==> config.mk <==
export PLATFORM = sky130hd
export DESIGN_NAME = rpsc_input_conditioner
export DESIGN_NICKNAME = d
export VERILOG_FILES = /design/src/rtl/rpsc_input_conditioner.sv
export SDC_FILE = /design/constraint.sdc
export NUM_CORES = 1
export LEC_CHECK = 0
export CAP_MARGIN = 20
export CORE_MARGIN = 4
export CORE_UTILIZATION = 54
export CTS_BUF_LIST = sky130_fd_sc_hd__clkbuf_16
export CTS_CLUSTER_SIZE = 30
export DETAILED_ROUTE_END_ITERATION = 6
export GPL_TIMING_DRIVEN = 0
export PLACE_DENSITY = 0.75
export SETUP_SLACK_MARGIN = 0.15
export SLEW_MARGIN = 10
export SYNTH_ARGS = -nofsm -noshare
export SYNTH_HDL_FRONTEND = slang
export SYNTH_SLANG_ARGS = --single-unit
export TNS_END_PERCENT = 50
==> constraint.sdc <==
create_clock -name clk -period 2 [get_ports clk]
set_input_delay 0.3 -clock clk [delete_from_list [all_inputs] [get_ports clk]]
set_output_delay 0.3 -clock clk [all_outputs]
set_load 0.005 [all_outputs]
==> src/rtl/rpsc_input_conditioner.sv <==
// ---------------------------------------------------------------------------
// rpsc_input_conditioner
//
// Front-end conditioning stage for the RPSC card logic. Each raw rack line
// (card position, emergency, door/PAMP, PS fault, PS-active, U-low,
// OT-ready, ...) is passed through a 2-FF synchroniser and then a per-channel
// debounce counter. The result is a clean level for the card-2 interlock and
// timer logic. The block also produces per-channel edge strobes and, when
// enabled, a first-fault record for the operator display.
//
// Optional feature macro: RPSC_FIRST_FAULT_EN
//   defined   : first-fault capture (ff_valid / ff_index / ff_ack) is built
//   undefined : ff_valid and ff_index are tied to 0 and ff_ack is ignored
//
// Parameters
//   N_CH        number of conditioned channels (at least 2)
//   DEB_CYCLES  consecutive stable cycles needed to accept a level (1..255)
//   RESET_VAL   filtered level loaded at reset (1 = fault, fail-safe)
//   FAULT_MASK  channels eligible for first-fault capture
//
// Ports
//   clk       in   system clock
//   reset     in   synchronous, active-high reset
//   raw_in    in   asynchronous raw input lines
//   filt_out  out  debounced levels
//   rise_stb  out  one-cycle pulse when filt_out[k] goes 0->1
//   fall_stb  out  one-cycle pulse when filt_out[k] goes 1->0
//   settled   out  every channel's synced level matches filt_out, counters idle
//   ff_valid  out  first-fault record held
//   ff_index  out  channel number of the first fault
//   ff_ack    in   operator acknowledge, clears the record
// ---------------------------------------------------------------------------
module rpsc_input_conditioner #(
    parameter int              N_CH       = 20,
    parameter int              DEB_CYCLES = 8,
    parameter logic [N_CH-1:0] RESET_VAL  = {N_CH{1'b1}},
    parameter logic [N_CH-1:0] FAULT_MASK = {N_CH{1'b1}}
) (
    input  logic                    clk,
    input  logic                    reset,
    input  logic [N_CH-1:0]         raw_in,
    output logic [N_CH-1:0]         filt_out,
    output logic [N_CH-1:0]         rise_stb,
    output logic [N_CH-1:0]         fall_stb,
    output logic                    settled,
    output logic                    ff_valid,
    output logic [$clog2(N_CH)-1:0] ff_index,
    input  logic                    ff_ack
);

    localparam int             CW       = $clog2(DEB_CYCLES + 1);
    localparam int             IW       = $clog2(N_CH);
    localparam logic [CW-1:0]  CNT_LAST = CW'(DEB_CYCLES - 1);

    logic [N_CH-1:0] s1_q,   s1_d;
    logic [N_CH-1:0] s2_q,   s2_d;
    logic [N_CH-1:0] filt_q, filt_d;
    logic [N_CH-1:0] rise_q, rise_d;
    logic [N_CH-1:0] fall_q, fall_d;
    logic [CW-1:0]   cnt_q [N_CH];
    logic [CW-1:0]   cnt_d [N_CH];
    logic [N_CH-1:0] chan_settled;

    // Synchroniser and debounce next-state. A channel whose synced level
    // matches its filtered level always drops its count, so a single sample
    // back at the old level throws away any progress made so far.
    always_comb begin
        s1_d         = raw_in;
        s2_d         = s1_q;
        filt_d       = filt_q;
        rise_d       = '0;
        fall_d       = '0;
        chan_settled = '0;
        for (int k = 0; k < N_CH; k++) begin
            cnt_d[k] = cnt_q[k];
            if (s2_q[k] == filt_q[k]) begin
                cnt_d[k] = '0;
            end else if (cnt_q[k] == CNT_LAST) begin
                // Strobes are registered alongside filt so they appear in
                // the same cycle the new level becomes visible.
                cnt_d[k]  = '0;
                filt_d[k] = s2_q[k];
                rise_d[k] = s2_q[k];
                fall_d[k] = ~s2_q[k];
            end else begin
                cnt_d[k] = cnt_q[k] + CW'(1);
            end
            chan_settled[k] = (s2_q[k] == filt_q[k]) && (cnt_q[k] == '0);
        end
    end

    always_ff @(posedge clk) begin
        if (reset) begin
            s1_q   <= RESET_VAL;
            s2_q   <= RESET_VAL;
            filt_q <= RESET_VAL;
            rise_q <= '0;
            fall_q <= '0;
            for (int k = 0; k < N_CH; k++) begin
                cnt_q[k] <= '0;
            end
        end else begin
            s1_q   <= s1_d;
            s2_q   <= s2_d;
            filt_q <= filt_d;
            rise_q <= rise_d;
            fall_q <= fall_d;
            for (int k = 0; k < N_CH; k++) begin
                cnt_q[k] <= cnt_d[k];
            end
        end
    end

    assign filt_out = filt_q;
    assign rise_stb = rise_q;
    assign fall_stb = fall_q;
    assign settled  = &chan_settled;

`ifdef RPSC_FIRST_FAULT_EN
    logic            ff_valid_q, ff_valid_d;
    logic [IW-1:0]   ff_index_q, ff_index_d;
    logic [N_CH-1:0] ff_qual;
    logic [IW-1:0]   ff_low;

    // Capture the lowest-numbered eligible rise. An acknowledge arriving
    // together with a new rise retires the old record and takes the new one.
    always_comb begin
        ff_qual = rise_q & FAULT_MASK;
        ff_low  = '0;
        for (int k = N_CH - 1; k >= 0; k--) begin
            if (ff_qual[k]) begin
                ff_low = IW'(k);
            end
        end
        ff_valid_d = ff_valid_q;
        ff_index_d = ff_index_q;
        if ((|ff_qual) && (!ff_valid_q || ff_ack)) begin
            ff_valid_d = 1'b1;
            ff_index_d = ff_low;
        end else if (ff_ack) begin
            ff_valid_d = 1'b0;
        end
    end

    always_ff @(posedge clk) begin
        if (reset) begin
            ff_valid_q <= 1'b0;
            ff_index_q <= '0;
        end else begin
            ff_valid_q <= ff_valid_d;
            ff_index_q <= ff_index_d;
        end
    end

    assign ff_valid = ff_valid_q;
    assign ff_index = ff_index_q;
`else
    // Capture disabled: the acknowledge and mask are deliberately unused.
    logic ff_unused;
    assign ff_unused = ff_ack ^ (^FAULT_MASK);
    assign ff_valid  = 1'b0;
    assign ff_index  = '0;
`endif

endmodule

==> results of run 1 <==
layout make-up:
class,count,share of cell area (%)
multi-input combinational,413,34.9
sequential,180,41.5
buffer,21,1.16
inverter,60,2.58
tap,168,2.41
timing repair buffer,92,10.2
clock inverter,15,2.45
clock buffer,17,4.87
metal layers:
layer	GRT usage, %	up-vias	wire [um]	share of wire, %
met3	6.27	20	715	4.7
li1	-	2469	-	-
met4	8.14	0	242	1.6
met5	0	-	0	0
met1	26.1	2452	6420	42
met2	37.9	110	7840	51
worst max-delay path, cell delays in order (launching register included):
cell and delay, ns:
dfxtp_2 0.32, inv_2 0.06, ha_4 0.12, nor4b_4 0.24, nand4_1 0.20, or4_4 0.53
nor4_4 0.17, buf_2 0.16
through the flow:
step	instance area, um^2	instances
6_report	8730	966
3_5_place_dp	7850	923
4_1_cts	8720	966
2_1_floorplan	6830	674
3_3_place_gp	7850	923
5_1_grt	8730	966
power groups by stage:
stage                     combinational (W)  sequential, W  clock, W
after global placement             0.000251        0.00375         0
after global routing               0.000310        0.00367   0.00378
after CTS                          0.000273        0.00367   0.00361
after detailed placement           0.000257        0.00375         0
final                              0.000281        0.00367   0.00357
after floorplan                    0.000152        0.00374         0
registers in the layout, summed over array words and instances, names as in the netlist:
name and count:
cnt_q 80, fall_stb 20, filt_out 20, rise_stb 20
s1_q 20, s2_q 20
kinds of logic after synthesis:
kind of cell / share of synthesized area (%)
AO/OA/AOI/OAI: 2.57
XOR/XNOR: 7.83
adder cells (fa/ha/maj): 7.35
buffers and inverters: 4.80
flip-flops: 52.9
other: 0.0551
AND/OR/NAND/NOR: 24.5
cells in the final DEF (no fill, tap or decap):
cell type,netlist,routed
a211o_1,20,20
and3_1,20,20
and4b_1,3,3
buf_2,0,1
buf_4,6,17
bufinv_16,0,5
clkbuf_1,15,15
clkbuf_16,0,17
clkdlybuf4s50_1,0,80
clkinv_1,0,1
clkinv_2,0,3
clkinv_4,0,3
clkinvlp_4,0,2
conb_1,1,6
dfxtp_1,180,166
dfxtp_2,0,14
ha_1,40,35
ha_2,0,3
ha_4,0,2
inv_1,60,56
inv_2,0,5
nand2_1,20,20
nand3_1,21,21
nand3b_1,20,20
nand4_1,8,8
nor2_1,80,80
nor3_1,20,20
nor4_1,8,8
nor4_2,2,1
nor4_4,0,1
nor4b_1,39,35
nor4b_4,0,6
nor4bb_1,2,2
or2_2,40,40
or3_1,1,1
or4_4,0,1
xnor2_1,39,36
xnor2_2,1,4
xor2_1,20,20
repair_timing:
action / 4_1_cts / 5_1_grt
gates resized for setup: 43 / 2
setup buffers: 11 / 0
pin swaps: 9 / 3
endpoints found under the setup margin: 1 / 1
worst max-delay path by stage:
stage / start / to
after floorplan: cnt_q[3][12] / settled
after global placement: cnt_q[2][4] / settled
after detailed placement: cnt_q[2][4] / settled
after CTS: cnt_q[2][0] / settled
after global routing: cnt_q[2][5] / settled
final: cnt_q[2][5] / settled
==> qor_table.md, run 1 <==
| Metric | This run | Unit |
| --- | --- | --- |
| Number of port buffers | 81 | - |
| Post-detailed-route count of antenna-violating nets | 0 | - |
| Leading area contributor after synthesis | dfxtp_1 | - |
| Area taken by multi-input logic gates | 3040 | um^2 |
| Count of state elements after synthesis | 180 | - |
| Final setup skew | 0.00671 | ns |
| Fillers | 879 | - |
| Final weighted congestion in routability-driven placement | 0.836 | - |
| Seq pwr share | 48.8 | % |
| Crit path arrival time | 2.23 | ns |
| Clock tree buffer depth | 2 | - |
| Number of setup violations in the final report | 1 | - |
| Overall routed net length | 15200 | um |
| Clock tree from TritonCTS | built | - |
| Part of the Yosys area used for sequential elements | 52.9 | % |
| Sequential cell area | 3620 | um^2 |
| Vias in the first global route | 5065 | - |
| Post-synthesis average cell area | 10.2 | um^2 |
| Power per cell area | 861 | nW/um^2 |
| Clock share of power | 47.4 | % |
| Initial antenna violation count | 0 | - |
| Fin Setup TNS | -0.529 | ns |
| Sw frac | 20.5 | % |
| Die Ht | 120 | um |
| Fraction of post-synthesis cell area in the top cell type by area | 52.9 | % |
| Initial standard-cell utilization of the core | 56.0 | % |
| Cell types with the largest area share after synthesis | dfxtp_1 (53%), ha_1 (7.4%), nor4b_1 (5.0%) | - |
| Kind of end point of the critical path | output pin | - |
| Final core utilization | 71.8 | % |
| Max-cap violations | 0 | - |
| Highest net fanout along the worst path | 2 | - |
| DRC violation count after routing | 0 | - |
| Net Switching | 0.00154 | W |
| Detailed Routing Iterations Pass 1 | 5 | - |
| Count of routing violations after the opening detailed-route iteration | 316 | - |
| Global routing usage summed across all routing layers | 22.0 | % |
| Crit Path Class | reg2out | - |
| Reg2Reg Depth | 5 | - |
| Setup crit start kind | flip-flop | - |
| Count of standard-cell rows | 40 | - |
| Min-Delay Path Depth | 1 | - |
| R2r setup slk | 0.64 | ns |
| Sink of the worst hold path | s2_q[16] | - |
| Transition at the pin with the smallest max-transition slack | 0.784 | ns |
| Per-cell routed wire length | 15.8 | um |
| Post-synth design cell area | 6810 | um^2 |
| Clock-pin slew reported for the worst setup and hold paths after clock tree synthesis | 0.07 | ns |
| Overall die width | 120 | um |
| Root Buffer | clkbuf_16 | - |
| Post-layout min period | 2.53 | ns |
| Final number of hold-violating endpoints | 0 | - |
| Post-synthesis cell type count | 26 | - |
| Hold Path Class | reg2reg | - |
| Nets@finish | 848 | - |
| Highest Clock Rate | 395 | MHz |
| First-pass GRT wire length | 24800 | um |
| Placed wire-length estimate after detailed placement | 11000 | um |
| Critical path data required time | 1.70 | ns |
| Setup repair after global routing missed its margin | yes | - |
| Clk sinks | 180 | - |
| Core footprint | 12200 | um^2 |
| Gr ovfl total | 0 | - |
| Launching point of the worst reg2reg path | cnt_q[1][8] | - |
| Diode insertion count for antenna repair | 0 | - |
| Die Outline Area | 14500 | um^2 |
| Final hold slack | 0.407 | ns |
| Post-synth EDFFs | 0 | - |
| Post-route worst setup slack | -0.529 | ns |
| Top-level I/O count | 90 | - |
| Pin count of the biggest net entering global routing | 17 | - |
| Leakage power | 3.61 | nW |
| Relative slew margins | 47.8 | % |
| Peak VDD IR | 0.000730 | V |
| Clock Latency Late Sink | 0.43 | ns |
| Result of the run | finished, violations left | - |
| CTS Buf Count | 17 | - |
| Synthesized instance count | 669 | - |
| Share of layout cells above drive strength 1 | 15.7 | % |
| Area Overhead vs Synth | 28.2 | % |
| Max Transition Viols Final | 0 | - |
| Final Cycle Share | 126 | % |
| Pre-CTS setup slack | -0.673 | ns |
| Htree depth | 4 | - |
| Logic pwr share | 3.7 | % |
| Power consumption | 0.00751 | W |
| Total number of yosys warnings | 0 | - |
| Proportion of synthesized flip-flops having asynchronous set or reset | 0 | % |
| Primary flip-flop cell chosen by synthesis mapping | dfxtp_1 | - |
| Reg-to-reg critical path endpoint | filt_out[6] | - |
| Most instantiated cells after synthesis | dfxtp_1 (180), nor2_1 (80), inv_1 (60) | - |
| Avg Vias per Cell | 5.23 | - |
| Internal cell power | 0.00597 | W |
| Vias | 5051 | - |
| Hold Path Origin | s1_q[16] | - |
| Most common cell in the synthesized netlist | dfxtp_1 | - |
| Failing checks | negative setup slack | - |
| Cts hold-fix bufs | 0 | - |
(Power assumes the default switching activity.)
==> run 2: changes to the inputs <==
--- a/config.mk
+++ b/config.mk
@@ -9,11 +9,11 @@
 export CORE_MARGIN = 4
 export CORE_UTILIZATION = 54
 export CTS_BUF_LIST = sky130_fd_sc_hd__clkbuf_16
-export CTS_CLUSTER_SIZE = 30
+export CTS_CLUSTER_SIZE = 40
 export DETAILED_ROUTE_END_ITERATION = 6
 export GPL_TIMING_DRIVEN = 0
 export PLACE_DENSITY = 0.75
-export SETUP_SLACK_MARGIN = 0.15
+export SETUP_SLACK_MARGIN = 0.05
 export SLEW_MARGIN = 10
 export SYNTH_ARGS = -nofsm -noshare
 export SYNTH_HDL_FRONTEND = slang
==> results of run 2 <==
The final DEF is identical to that of run 1; final timing and power are the same.
==> run 3: changes to the inputs <==
--- a/config.mk
+++ b/config.mk
@@ -5,14 +5,16 @@
 export SDC_FILE = /design/constraint.sdc
 export NUM_CORES = 1
 export LEC_CHECK = 0
+export ABC_CLOCK_PERIOD_IN_PS = 2000
 export CAP_MARGIN = 20
 export CORE_MARGIN = 4
-export CORE_UTILIZATION = 54
+export CORE_UTILIZATION = 60
 export CTS_BUF_LIST = sky130_fd_sc_hd__clkbuf_16
 export CTS_CLUSTER_SIZE = 40
 export DETAILED_ROUTE_END_ITERATION = 6
+export DONT_BUFFER_PORTS = 1
 export GPL_TIMING_DRIVEN = 0
-export PLACE_DENSITY = 0.75
+export PLACE_DENSITY = 0.73
 export SETUP_SLACK_MARGIN = 0.05
 export SLEW_MARGIN = 10
 export SYNTH_ARGS = -nofsm -noshare
==> run 3 against run 2 <==
The run still ends with negative setup slack left. Global-route usage up 1.5 points. Clock skew is 0.0021 ns lower. Maximum frequency is 7.3% higher. Design area down 8.2%. Sequential cell count unchanged. Combinational power decreased by 5%. Die area decreased by 9.3%. Register-to-register slack hardly changed. Largest cell class unchanged.
==> qor_table.md, run 3 (synthesized netlist as in run 1, its figures left out) <==
| Metric | This run | Unit | Delta |
| --- | --- | --- | --- |
| Top reg by flops | cnt_q | - |  |
| Clock-pin slew reported for the worst setup and hold paths after clock tree synthesis | 0.06 | ns | about the same |
| Detailed Routing Iterations Pass 1 | 4 | - | -1 |
| Crit Path Class | reg2out | - |  |
| Final weighted congestion in routability-driven placement | 0.795 | - | -4.9% |
| Peak VDD IR | 0.000761 | V | +4.3% |
| CP max stage delay | 0.54 | ns | about the same |
| Initial antenna violation count | 0 | - | unchanged |
| Number of port buffers | 0 | - | -100% |
| Post-layout min period | 2.36 | ns | -0.172 ns |
| Avg Vias per Cell | 5.40 | - | +3.3% |
| Seq pwr share | 49.8 | % | +1.0 points |
| Max-cap violations | 0 | - | unchanged |
| Sw frac | 20.9 | % | +0.33 points |
| Overall die width | 115 | um | -4.8% |
| Vias in the first global route | 4775 | - | -5.7% |
| Clock Latency Late Sink | 0.43 | ns | about the same |
| DRC violation count after routing | 0 | - | unchanged |
| Transition at the pin with the smallest max-transition slack | 0.769 | ns | -0.0150 ns |
| Final Cycle Share | 118 | % | -8.6 points |
| Leakage power | 3.33 | nW | -7.7% |
| Final number of hold-violating endpoints | 0 | - | unchanged |
| Initial standard-cell utilization of the core | 62.0 | % | +6.0 points |
| Clock share of power | 46.6 | % | -0.8 points |
| Setup repair after global routing missed its margin | yes | - |  |
| Die Outline Area | 13100 | um^2 | -9.3% |
| Series of cell instances along the critical path | inv_1, ha_1, nor4b_2, nand4_1, or4_4, nor4_4 | - |  |
| Net Switching | 0.00154 | W | -0.38% |
| CTS Buf Count | 17 | - | unchanged |
| Die Ht | 115 | um | -4.8% |
| Hold Path Class | reg2reg | - |  |
| Crit path arrival time | 2.06 | ns | -0.17 ns |
| Failing checks | negative setup slack | - |  |
| Logic pwr share | 3.6 | % | about the same |
| Clk sinks | 180 | - | unchanged |
| Area Overhead vs Synth | 17.6 | % |  |
| Critical path data required time | 1.70 | ns | about the same |
| Most common library cell in the layout ignoring fill and taps | dfxtp_1 | - |  |
| Pin count of the biggest net entering global routing | 17 | - | unchanged |
| Diode insertion count for antenna repair | 0 | - | unchanged |
| Power per cell area | 920 | nW/um^2 | +6.9% |
| Pre-CTS setup slack | -0.107 | ns | +0.566 ns |
| Most frequent cells in the layout | dfxtp_1 (171), nor2_1 (80), inv_1 (56), or2_2 (40), ha_1 (38) | - |  |
| Sink of the worst hold path | s2_q[4] | - |  |
| Per-cell routed wire length | 16.6 | um | +5.4% |
| Worst path buffer plus inverter count | 1 | - | -1 |
| Final setup skew | 0.00461 | ns | -0.00210 ns |
| Setup crit start kind | flip-flop | - |  |
| Post-route worst setup slack | -0.357 | ns | +0.172 ns |
| Min-Delay Path Depth | 1 | - | unchanged |
| Max Transition Viols Final | 0 | - | unchanged |
| Vias | 4722 | - | -6.5% |
| First-pass GRT wire length | 23600 | um | -4.6% |
| Nets@finish | 784 | - | -7.5% |
| Global routing usage summed across all routing layers | 23.5 | % | +1.5 points |
| R2r setup slk | 0.65 | ns | about the same |
| Fillers | 794 | - | -9.7% |
| Clock tree from TritonCTS | built | - |  |
| Reg2Reg Depth | 5 | - | unchanged |
| Post-detailed-route count of antenna-violating nets | 0 | - | unchanged |
| Root Buffer | clkbuf_16 | - |  |
| Hold Path Origin | s1_q[4] | - |  |
| Max reg flops | 80 | - | unchanged |
| Overall routed net length | 14500 | um | -4.6% |
| Largest delay contributor family on the critical path | simple AND/OR/NAND/NOR gates | - |  |
| Kind of end point of the critical path | output pin | - |  |
| Highest net fanout along the worst path | 3 | - | +1 |
| Highest Clock Rate | 424 | MHz | +7.3% |
| Placed wire-length estimate after detailed placement | 10100 | um | -7.8% |
| Clock tree buffer depth | 2 | - | unchanged |
| Standard cell with the maximum stage delay on the critical path | or4_4 | - |  |
| Gr ovfl total | 0 | - | unchanged |
| Result of the run | finished, violations left | - |  |
| Count of standard-cell rows | 38 | - | -5.0% |
| Core footprint | 11000 | um^2 | -9.7% |
| Count of routing violations after the opening detailed-route iteration | 343 | - | +8.5% |
| Share of layout cells above drive strength 1 | 15.3 | % | -0.41 points |
| Relative slew margins | 48.8 | % | +1.0 points |
| Launching point of the worst reg2reg path | cnt_q[2][4] | - |  |
| Power consumption | 0.00737 | W | -1.9% |
| Htree depth | 4 | - | unchanged |
| Reg-to-reg critical path endpoint | filt_out[9] | - |  |
| Internal cell power | 0.00583 | W | -2.3% |
| Number of setup violations in the final report | 1 | - | unchanged |
| Top-level I/O count | 90 | - | unchanged |
## run 3: cell count changes in the layout (fill, tap and decap cells not counted), moves of 2 or more
cell             change
dfxtp_1              +5
ha_2                 -3
nor4b_4              -2
ha_1                 +3
buf_4                -3
nor4b_2              +2
clkdlybuf4s50_1     -80
dfxtp_2              -5
dlygate4sd3_1       +20
## run 3: worst reg2reg max path, cell delays in order, from the launching register on
cell and delay, ns:
dfxtp_2 0.32, buf_4 0.13, ha_1 0.22, nand3b_1 0.24, nor2_1 0.07, a211o_1 0.26
## run 3: what timing repair did
action / CTS / global route
hold endpoints to repair: 20 / 0
endpoints found under the setup margin: 1 / 1
hold buffers: 20 / 0
pin swaps: 7 / 2
buffers inserted: 8 / 0
gates resized for setup: 28 / 2
## run 3: per-stage QoR
stage	hold slack (ns)	instance area, um^2	utilization (%)	cells	setup TNS, ns
finish	0.407	8010	72.9	874	-0.357
global route	0.417	8010	72.9	874	-0.477
CTS	0.408	8000	72.8	874	-0.439
detailed placement	0.393	7000	63.8	814	-0.107
global placement	0.393	7000	63.8	814	-0.0639
floorplan	0.389	6830	-	674	0
## run 3: layer usage
layer | wire length (um) | global-route usage, % | vias up
li1 | - | - | 2327
met1 | 6240 | 28.1 | 2263
met2 | 7350 | 39.8 | 106
met3 | 643 | 6.55 | 26
met4 | 276 | 9.42 | 0
met5 | 0 | 0 | -
## run 3: worst max-delay path by stage
stage,startpoint,end,slack [ns],depth (start not counted)
floorplan,cnt_q[3][12],settled,0.26,6
global placement,cnt_q[2][4],settled,-0.06,6
detailed placement,filt_out[1],settled,-0.11,4
CTS,cnt_q[2][5],settled,-0.44,6
global route,cnt_q[0][8],settled,-0.48,6
finish,cnt_q[1][9],settled,-0.36,6
## run 3: layout make-up
type                       count  area, um^2  area share [%]
timing repair buffer          28         260            3.25
buffer                        21         101            1.27
sequential                   180        3610            45.1
clock inverter                15         189            2.36
multi-input combinational    413        3020            37.7
tap                          140         175            2.19
inverter                      60         225            2.81
clock buffer                  17         425            5.31
## run 3: power groups by stage
stage | Sequential (W) | Clock [W] | Combinational (W)
finish | 0.00367 | 0.00343 | 0.000267
global route | 0.00367 | 0.00365 | 0.000297
CTS | 0.00367 | 0.00347 | 0.000267
detailed placement | 0.00375 | 0 | 0.000217
global placement | 0.00375 | 0 | 0.000211
floorplan | 0.00374 | 0 | 0.000152
